### config.mk
export PLATFORM = sky130hd
export DESIGN_NAME = amp_i2c_arbiter_flat
export DESIGN_NICKNAME = d
export VERILOG_FILES = /design/src/rtl/amp_i2c_arbiter_if.sv /design/src/rtl/amp_i2c_arbiter.sv /design/src/flat_wrapper.sv
export SDC_FILE = /design/constraint.sdc
export NUM_CORES = 1
export LEC_CHECK = 0
export ABC_CLOCK_PERIOD_IN_PS = 3220
export CAP_MARGIN = 10
export CORE_AREA = 2 2 95 69
export DETAILED_ROUTE_END_ITERATION = 16
export DIE_AREA = 0 0 97 71
export PLACE_DENSITY = 0.84
export SLEW_MARGIN = 25
export SYNTH_ARGS = -nofsm -noshare
export SYNTH_HDL_FRONTEND = slang
export SYNTH_SLANG_ARGS = --single-unit
### constraint.sdc
create_clock -name clk_in -period 3.22 [get_ports clk_in]
set_clock_uncertainty 0.05 [all_clocks]
set_input_delay 0.483 -clock clk_in [delete_from_list [all_inputs] [get_ports clk_in]]
set_output_delay 0.483 -clock clk_in [all_outputs]
set_load 0.01 [all_outputs]
### src/rtl/amp_i2c_arbiter_if.sv
// Command/completion bus between the arbiter and the amp I2C byte
// write engine. master = arbiter side, slave = engine side.
interface amp_i2c_arbiter_if;
  logic       m_valid;
  logic       m_ready;
  logic [6:0] m_addr;
  logic [7:0] m_data;
  logic       m_done;
  logic       m_nack;

  modport master (
    output m_valid, m_addr, m_data,
    input  m_ready, m_done, m_nack
  );

  modport slave (
    input  m_valid, m_addr, m_data,
    output m_ready, m_done, m_nack
  );
endinterface

### src/rtl/amp_i2c_arbiter.sv
// Round-robin arbiter sharing one amp I2C write engine between two ports.
// It caches the amp register page, inserts page-select writes on a page
// change and retries NACKed writes up to MAX_RETRY times.
// Ports: clk_in, reset (sync, active high);
//   a_*/b_* requester ports (req/page/addr/data in, ack/err out);
//   m (amp_i2c_arbiter_if.master) engine command/done bus;
//   busy, cur_page, page_vld status.
// Optional: define AMP_ARB_TIMEOUT_EN to abort engine waits after TIMEOUT.
module amp_i2c_arbiter #(
  parameter logic [6:0] PAGE_REG  = 7'h7F,
  parameter int         MAX_RETRY = 2,
  parameter int         TIMEOUT   = 1023
) (
  input  logic       clk_in,
  input  logic       reset,
  input  logic       a_req,
  input  logic [5:0] a_page,
  input  logic [6:0] a_addr,
  input  logic [7:0] a_data,
  output logic       a_ack,
  output logic       a_err,
  input  logic       b_req,
  input  logic [5:0] b_page,
  input  logic [6:0] b_addr,
  input  logic [7:0] b_data,
  output logic       b_ack,
  output logic       b_err,
  amp_i2c_arbiter_if.master m,
  output logic       busy,
  output logic [5:0] cur_page,
  output logic       page_vld
);

  if (MAX_RETRY < 0 || MAX_RETRY > 7 || TIMEOUT < 1)
  begin : g_bad_cfg
    $error("amp_i2c_arbiter: bad parameters");
  end

  typedef enum logic [2:0] {
    IDLE, GRANT, PG_ISSUE, PG_WAIT,
    WR_ISSUE, WR_WAIT, RESP
  } state_t;

  localparam logic [2:0] RMAX = 3'(MAX_RETRY);

  state_t     state, state_n;
  logic       gnt, gnt_n;
  logic       last_b, last_b_n;
  logic [5:0] r_page, page_n;
  logic [6:0] r_addr, addr_n;
  logic [7:0] r_data, data_n;
  logic [2:0] retry, retry_n;
  logic       err, err_n;
  logic [5:0] cpage_n;
  logic       pvld_n;
  logic [6:0] maddr_q, maddr_n;
  logic [7:0] mdata_q, mdata_n;

`ifdef AMP_ARB_TIMEOUT_EN
  localparam int TW = $clog2(TIMEOUT + 1);
  localparam logic [TW-1:0] TMO_LAST = TW'(TIMEOUT - 1);

  logic [TW-1:0] tmo;
  logic          tmo_run;
  logic          tmo_evt;
  logic          tmo_hit;

  assign tmo_run = (state == PG_ISSUE) || (state == PG_WAIT) ||
                   (state == WR_ISSUE) || (state == WR_WAIT);
  // Issue states wait for acceptance, wait states for completion.
  assign tmo_evt = (state == PG_ISSUE || state == WR_ISSUE) ?
                   m.m_ready : m.m_done;
  assign tmo_hit = tmo_run && !tmo_evt && (tmo == TMO_LAST);

  // Restarts from zero on every state entry, including retries.
  always_ff @(posedge clk_in) begin
    if (reset || state_n != state || !tmo_run) tmo <= '0;
    else tmo <= tmo + TW'(1);
  end
`endif

  always_comb begin
    state_n  = state;
    gnt_n    = gnt;
    last_b_n = last_b;
    page_n   = r_page;
    addr_n   = r_addr;
    data_n   = r_data;
    retry_n  = retry;
    err_n    = err;
    cpage_n  = cur_page;
    pvld_n   = page_vld;
    maddr_n  = maddr_q;
    mdata_n  = mdata_q;
    unique case (state)
      IDLE: begin
        if (a_req || b_req) begin
          // B wins alone, or on a tie when A was served last.
          gnt_n    = b_req && (!a_req || !last_b);
          last_b_n = gnt_n;
          page_n   = gnt_n ? b_page : a_page;
          addr_n   = gnt_n ? b_addr : a_addr;
          data_n   = gnt_n ? b_data : a_data;
          state_n  = GRANT;
        end
      end
      GRANT: begin
        retry_n = '0;
        err_n   = 1'b0;
        if (page_vld && cur_page == r_page) begin
          maddr_n = r_addr;
          mdata_n = r_data;
          state_n = WR_ISSUE;
        end else begin
          maddr_n = PAGE_REG;
          mdata_n = {2'b00, r_page};
          state_n = PG_ISSUE;
        end
      end
      PG_ISSUE: if (m.m_ready) state_n = PG_WAIT;
      PG_WAIT: begin
        if (m.m_done) begin
          if (!m.m_nack) begin
            cpage_n = r_page;
            pvld_n  = 1'b1;
            retry_n = '0;
            maddr_n = r_addr;
            mdata_n = r_data;
            state_n = WR_ISSUE;
          end else begin
            pvld_n = 1'b0;
            if (retry < RMAX) begin
              retry_n = retry + 3'd1;
              state_n = PG_ISSUE;
            end else begin
              err_n   = 1'b1;
              state_n = RESP;
            end
          end
        end
      end
      WR_ISSUE: if (m.m_ready) state_n = WR_WAIT;
      WR_WAIT: begin
        if (m.m_done) begin
          if (!m.m_nack) begin
            err_n   = 1'b0;
            state_n = RESP;
          end else if (retry < RMAX) begin
            retry_n = retry + 3'd1;
            state_n = WR_ISSUE;
          end else begin
            err_n   = 1'b1;
            state_n = RESP;
          end
        end
      end
      RESP:    state_n = IDLE;
      default: state_n = IDLE;
    endcase
`ifdef AMP_ARB_TIMEOUT_EN
    if (tmo_hit) begin
      err_n   = 1'b1;
      pvld_n  = 1'b0;
      state_n = RESP;
    end
`endif
  end

  always_ff @(posedge clk_in) begin
    if (reset) begin
      state    <= IDLE;
      gnt      <= 1'b0;
      last_b   <= 1'b1;
      r_page   <= '0;
      r_addr   <= '0;
      r_data   <= '0;
      retry    <= '0;
      err      <= 1'b0;
      cur_page <= '0;
      page_vld <= 1'b0;
      maddr_q  <= '0;
      mdata_q  <= '0;
    end else begin
      state    <= state_n;
      gnt      <= gnt_n;
      last_b   <= last_b_n;
      r_page   <= page_n;
      r_addr   <= addr_n;
      r_data   <= data_n;
      retry    <= retry_n;
      err      <= err_n;
      cur_page <= cpage_n;
      page_vld <= pvld_n;
      maddr_q  <= maddr_n;
      mdata_q  <= mdata_n;
    end
  end

  assign m.m_valid = (state == PG_ISSUE) || (state == WR_ISSUE);
  assign m.m_addr  = maddr_q;
  assign m.m_data  = mdata_q;

  assign a_ack = (state == RESP) && !gnt;
  assign b_ack = (state == RESP) && gnt;
  assign a_err = a_ack && err;
  assign b_err = b_ack && err;
  assign busy  = (state != IDLE);

endmodule

### src/flat_wrapper.sv
// flat-port wrapper written by rule: the top's interface ports become plain ports
module amp_i2c_arbiter_flat 
#(
  parameter logic [6:0] PAGE_REG  = 7'h7F,
  parameter int         MAX_RETRY = 2,
  parameter int         TIMEOUT   = 1023
)
  (clk_in, reset, a_req, a_page, a_addr, a_data, a_ack, a_err, b_req, b_page, b_addr, b_data, b_ack, b_err, busy, cur_page, page_vld, m_m_valid, m_m_addr, m_m_data, m_m_ready, m_m_done, m_m_nack);
  amp_i2c_arbiter_if m_i ();
  input  logic clk_in;
  input  logic reset;
  input  logic a_req;
  input  logic [5:0] a_page;
  input  logic [6:0] a_addr;
  input  logic [7:0] a_data;
  output logic a_ack;
  output logic a_err;
  input  logic b_req;
  input  logic [5:0] b_page;
  input  logic [6:0] b_addr;
  input  logic [7:0] b_data;
  output logic b_ack;
  output logic b_err;
  output logic busy;
  output logic [5:0] cur_page;
  output logic page_vld;
  output wire logic [$bits(m_i.m_valid)-1:0] m_m_valid;
  output wire logic [$bits(m_i.m_addr)-1:0] m_m_addr;
  output wire logic [$bits(m_i.m_data)-1:0] m_m_data;
  input wire logic [$bits(m_i.m_ready)-1:0] m_m_ready;
  input wire logic [$bits(m_i.m_done)-1:0] m_m_done;
  input wire logic [$bits(m_i.m_nack)-1:0] m_m_nack;
  assign m_m_valid = m_i.m_valid;
  assign m_m_addr = m_i.m_addr;
  assign m_m_data = m_i.m_data;
  assign m_i.m_ready = m_m_ready;
  assign m_i.m_done = m_m_done;
  assign m_i.m_nack = m_m_nack;
  amp_i2c_arbiter #(.PAGE_REG(PAGE_REG), .MAX_RETRY(MAX_RETRY), .TIMEOUT(TIMEOUT)) u_core (.clk_in(clk_in), .reset(reset), .a_req(a_req), .a_page(a_page), .a_addr(a_addr), .a_data(a_data), .a_ack(a_ack), .a_err(a_err), .b_req(b_req), .b_page(b_page), .b_addr(b_addr), .b_data(b_data), .b_ack(b_ack), .b_err(b_err), .m(m_i), .busy(busy), .cur_page(cur_page), .page_vld(page_vld));
endmodule
==> impl_results.md, run 1 <==
- FP Rows: 24
- Setup Viol. Count Final: 0
- CP max stage cell: dfxtp_1
- Main area contributors after synthesis: dfxtp_1, mux2i_1, a211oi_1
- Post-route minimum period: 2.59 ns
- Setup Total Neg Slack: 0 ns
- Post-Syn Nets: 332
- Vias/cell: 5.43
- Final std cells w/o fill: 425
- CP required: 2.69 ns
- Core area: 0.00604 sq mm
- Status: finished clean
- Final Slew Violations: 0
- Worst min-delay path class: flop to flop
- Cts bufs inserted: 5
- Number of enable flip-flop cells after synthesis: 0
- Max Fclk: 0.387 GHz
- Post-CTS setup buffer count: 0
- Clk_lat worst skew: 0.31 ns
- Mean Syn Cell Area: 8.68 sq um
- Pre-antenna DRT Iters: 4
- Post-Place Cells: 416
- Clock Power Share: 16.9%
- RSZ-0062 raised after global routing: no
- Layout fillers: 552
- Register Area: 0.00104 sq mm
- Most frequent cells in the layout: clkdlybuf4s50_1, dfxtp_1, nor2_1
- Crit path DAT: 2.05 ns
- Combinational Power Share: 40.3%
- Crit-path cells: nand2_1 > nor3_1 > and2_1 > clkdlybuf4s50_1
- Worst reg2reg setup slack: 0.81 ns
- Critical Path End Type: primary output
- Internal: 1430 uW
- Post-CTS Hold Buffers: 0
- Die extent in y: 71 microns
- Worst Tran Pin Value: 0.941 ns
- Switching power: 878 uW
- Reg2Reg Depth: 5
- Post-route clock period utilization: 80.3%
- Placed Area: 0.00324 sq mm
- CP startpoint kind: flop
- Detailed Place HPWL: 4440 microns
- CTS max path bufs: 2
- Nets@finish: 396
- Switching Fraction: 38.1%
- First-pass GRT wire length: 10,100 microns
- # DRC: 0
- Flops & latches, synth: 52
- Clock root buffer master: clkbuf_8
- Max-slew headroom: 37.3%
- Fin Hold WS: 0.416 ns
- Total clock sinks: 52
- Gpl congestion: 0.867
- Hold Path End: u_core.m.m_data[6]
- WL final: 6330 microns
- Unique masters post-synth: 39
- Layout cells sized above 1: 5.48%
- Yosys warns: 0
- Initial antenna violation count: 0
- Syn Inst Count: 282
- Htree depth: 2
- Pwr dens: 690 mW/mm^2
- Max cap viols: 0
- Number of global-route vias before repair: 2,075
- Synth-to-layout area growth: 36.3%
- R2r startpoint: u_core.state[1]
- Die area: 0.00689 sq mm
- I/O Buffers: 76
- Largest area contributor in the netlist: dfxtp_1
- Mapped cell area: 0.00245 sq mm
- Synth top area share: 42.5%
- Sequential area share after synthesis: 42.5%
- Worst R2R End: u_core.r_page[3]
- Async SR Flop Fraction: 0%
- Starting density of the core: 40.6%
- Lkg Pwr: 0.00120 uW
- DRT iter0 DRCs: 195
- Peak supply drop: 0.256 mV
- Wirelength per Cell: 14.9 microns
- Ant. Diodes: 0
- Most common cell after layout, fill and taps aside: clkdlybuf4s50_1
- DRT antenna net count: 0
- Footprint of the multi-input gates: 0.00129 sq mm
- IO Pins: 77
- Clk slew on worst S/H paths: 0.09 ns
- Post-CTS sizing: 0
- Post-route cell area: 0.00334 sq mm
- Worst-path fanout max: 14
- Worst path max stage delay: 0.64 ns
- GRT Overall Usage: 18.3%
- HP Start: u_core.m.m_data[6]
- Hold Vio Cnt, Final: 0
- Remaining Overflow, GRT: 0
- TritonCTS clock tree: yes
- Via count: 2,306
- WS Path Type: flop to primary output
- WHS Path Cells: 2
- Register share of total power: 42.8%
- Largest net degree at the start of global routing: 54
- Die W: 97 microns
- Top_reg_cell synth: dfxtp_1
==> per-stage QoR <==
step | power (uW) | util, % | setup WS (ns)
2_1_floorplan | 1580 | - | 1.31
3_3_place_gp | 1880 | 53.6 | 0.687
3_5_place_dp | 1910 | 53.6 | 0.576
4_1_cts | 2290 | 55.2 | 0.629
5_1_grt | 2450 | 55.3 | 0.490
6_report | 2300 | 55.3 | 0.634
==> synthesized netlist by cell type (all sizes together) (2+ instances only) <==
| cell | number |
|---|---|
| nor2 | 51 |
| and2 | 3 |
| mux2i | 27 |
| o22ai | 2 |
| inv | 8 |
| nand2b | 2 |
| nand2 | 13 |
| dfxtp | 52 |
| xnor2 | 4 |
| xor2 | 4 |
| a211oi | 35 |
| a21oi | 14 |
| a21boi | 3 |
| a2111oi | 2 |
| clkbuf | 11 |
| or2 | 2 |
| nor3 | 7 |
| nand3 | 5 |
| buf | 10 |
| o21ai | 10 |
| a31oi | 5 |
==> worst max path at each step <==
stage | start | to | depth (start not counted)
6_report | u_core.state[2] | a_err | 4
4_1_cts | u_core.state[2] | b_err | 4
3_5_place_dp | m_m_nack | u_core.m.m_addr[3] | 6
5_1_grt | u_core.state[2] | b_err | 4
2_1_floorplan | u_core.state[1] | b_err | 4
3_3_place_gp | m_m_nack | u_core.m.m_data[5] | 6
==> logic make-up (layout without fill, tap and decap cells) <==
group	Yosys count	in the layout	synth area share (%)
DFF	52	52	42.5
xor gates and xnor gates	8	8	2.86
adders and majority gates	1	1	0.511
buffers and inverters	29	94	5.16
AOI/OAI and AO/OA	76	76	21.7
and+or+nand+nor	89	89	16.2
muxes	27	27	11.0
==> final cells by class <==
| class | count | area share (%) |
|---|---|---|
| Clock buffer | 6 | 2.47 |
| Clock inverter | 2 | 0.300 |
| Inverter | 8 | 0.900 |
| Multi-Input combinational cell | 201 | 38.7 |
| Sequential cell | 52 | 31.2 |
| Tap cell | 78 | 2.92 |
| Timing Repair Buffer | 78 | 23.5 |
==> power by group through the flow <==
stage / clock (uW) / combinational, uW / sequential [uW]
6_report: 389 / 928 / 987
5_1_grt: 415 / 1020 / 1010
4_1_cts: 382 / 924 / 983
3_5_place_dp: 0 / 916 / 998
3_3_place_gp: 0 / 886 / 992
2_1_floorplan: 0 / 630 / 951
==> per-layer routing <==
layer	GRT usage, %	wire length (microns)
met1	26.5	3060
met2	26.5	2690
met3	6.03	500
met4	4.38	80
met5	0	0
==> flip-flops by register name, indices dropped and copies added (netlist names) <==
register / flops
u_core.last_b: 1
u_core.gnt: 1
u_core.r_addr: 7
u_core.retry: 3
u_core.m.m_data: 8
u_core.page_vld: 1
u_core.m.m_addr: 7
u_core.r_page: 6
u_core.cur_page: 6
u_core.err: 1
u_core.r_data: 8
u_core.state: 3
==> worst max-delay path: cells and delay by family (launching register included) <==
family	cells	cell delay, ns
flip-flops	1	0.64
AND/OR/NAND/NOR	3	0.58
buffers and inverters	1	0.53
Note: power is estimated with default switching activity, not from simulation.
==> inputs of run 2 (changes only) <==
--- a/config.mk
+++ b/config.mk
@@ -5,7 +5,7 @@
 export SDC_FILE = /design/constraint.sdc
 export NUM_CORES = 1
 export LEC_CHECK = 0
-export ABC_CLOCK_PERIOD_IN_PS = 3220
+export ABC_CLOCK_PERIOD_IN_PS = 2620
 export CAP_MARGIN = 10
 export CORE_AREA = 2 2 95 69
 export DETAILED_ROUTE_END_ITERATION = 16
==> constraint.sdc (replaced) <==
create_clock -name clk_in -period 2.62 [get_ports clk_in]
set_clock_uncertainty 0.05 [all_clocks]
set_input_delay 0.393 -clock clk_in [delete_from_list [all_inputs] [get_ports clk_in]]
set_output_delay 0.393 -clock clk_in [all_outputs]
set_load 0.01 [all_outputs]
==> impl_results.md, run 2 (synthesis gave the netlist of run 1 again) <==
- Layout cells sized above 1: 6.30%
- Setup Viol. Count Final: 0
- Max-slew headroom: 33.9%
- I/O Buffers: 76
- Max Fclk: 0.423 GHz
- Htree depth: 2
- Die extent in y: 71 microns
- Gpl congestion: 0.785
- CP required: 2.18 ns
- WHS Path Cells: 2
- Nets@finish: 398
- Final Slew Violations: 0
- Most frequent cells in the layout: clkdlybuf4s50_1, nor2_1, dfxtp_1
- Most common cell after layout, fill and taps aside: clkdlybuf4s50_1
- CTS max path bufs: 2
- Detailed Place HPWL: 4660 microns
- Pre-antenna DRT Iters: 4
- Critical Path End Type: primary output
- Number of global-route vias before repair: 2,061
- Status: finished clean
- Hold Vio Cnt, Final: 0
- Largest net degree at the start of global routing: 54
- FP Rows: 24
- Layout fillers: 525
- Worst reg2reg setup slack: 0.46 ns
- DRT antenna net count: 0
- First-pass GRT wire length: 10,500 microns
- Footprint of the multi-input gates: 0.00129 sq mm
- Worst min-delay path class: flop to flop
- Lkg Pwr: 0.00120 uW
- Clock root buffer master: clkbuf_8
- # DRC: 0
- Core area: 0.00604 sq mm
- Ant. Diodes: 0
- DRT iter0 DRCs: 134
- Via count: 2,298
- Post-route clock period utilization: 90.2%
- Crit-path cells: nand2_1 > nor3b_1 > and2_1 > clkdlybuf4s50_1
- Worst-path fanout max: 16
- Worst path max stage delay: 0.53 ns
- Cts bufs inserted: 5
- Pwr dens: 846 mW/mm^2
- Post-route minimum period: 2.36 ns
- Worst Tran Pin Value: 0.988 ns
- Clk slew on worst S/H paths: 0.09 ns
- Register Area: 0.00104 sq mm
- TritonCTS clock tree: yes
- Pwr Total: 2830 uW
- Total clock sinks: 52
- Initial antenna violation count: 0
- Clk_lat worst skew: 0.31 ns
- Crit path DAT: 1.92 ns
- Peak supply drop: 0.359 mV
- Die area: 0.00689 sq mm
- WS Path Type: flop to primary output
- Remaining Overflow, GRT: 0
- Vias/cell: 5.38
- RSZ-0062 raised after global routing: no
- Max cap viols: 0
- Post-CTS Hold Buffers: 0
- Die W: 97 microns
- IO Pins: 77
- WL final: 6480 microns
- Reg2Reg Depth: 5
- Wirelength per Cell: 15.2 microns
- CP max stage cell: clkdlybuf4s50_1
- GRT Overall Usage: 18.7%
- Starting density of the core: 40.6%
- CP startpoint kind: flop
- Synth-to-layout area growth: 36.8%
- Setup Total Neg Slack: 0 ns
run 2: cell types whose count changed in the layout (fill, tap and decap cells not counted):
cell,before,now
buf_4,1,3
clkbuf_1,0,1
clkbuf_8,6,5
clkinv_2,2,0
clkinv_4,0,1
clkinvlp_4,0,1
dfxtp_1,52,50
dfxtp_2,0,2
run 2: where the power goes:
part | internal, uW | switching [uW] | total (uW)
registers | 1010 | 198 | 1210
logic | 551 | 619 | 1170
clock network | 190 | 266 | 457
run 2: path summary, 6_finish.rpt:
| kind | from | to |
|---|---|---|
| worst max-delay path | u_core.state[1] | b_err |
| worst min-delay path | u_core.m.m_data[6] | u_core.m.m_data[6] |
| worst min register to register | u_core.m.m_data[6] | u_core.m.m_data[6] |
| worst max register to register | u_core.r_page[5] | u_core.m.m_data[5] |
run 2: per-layer routing:
layer	vias to the layer above	global-route usage (%)	routed length, microns
met4	0	5.16	68
li1	1143	-	-
met2	81	27.5	2740
met3	8	4.55	456
met5	-	0	0
met1	1066	27.4	3210
run 2: critical path, delay by kind of cell (launching register included):
family	cells	cell delay, ns
AND/OR/NAND/NOR	3	0.57
buffers and inverters	1	0.53
flip-flops	1	0.50
run 2: per-stage QoR:
step / instances / area, sq um / setup slack [ns] / utilization, % / hold slack [ns]
6_report: 427 / 3350 / 0.256 / 55.5 / 0.424
5_1_grt: 427 / 3350 / 0.113 / 55.5 / 0.439
4_1_cts: 427 / 3350 / 0.0732 / 55.5 / 0.426
3_5_place_dp: 419 / 3260 / 0.408 / 54.0 / 0.416
3_3_place_gp: 419 / 3260 / 0.455 / 54.0 / 0.395
2_1_floorplan: 282 / 2450 / 0.801 / - / 0.394
run 2: what timing repair did:
item,CTS,global route
gates resized for setup,0,2
setup buffers,0,0
hold endpoints to repair,0,0
setup endpoints to repair,0,2
run 2: final cells by class:
cell class | count | area share (%)
multi-input combinational | 201 | 38.6
sequential | 52 | 31.1
timing repair buffer | 80 | 23.8
tap | 78 | 2.91
clock buffer | 6 | 2.17
inverter | 8 | 0.896
clock inverter | 2 | 0.485
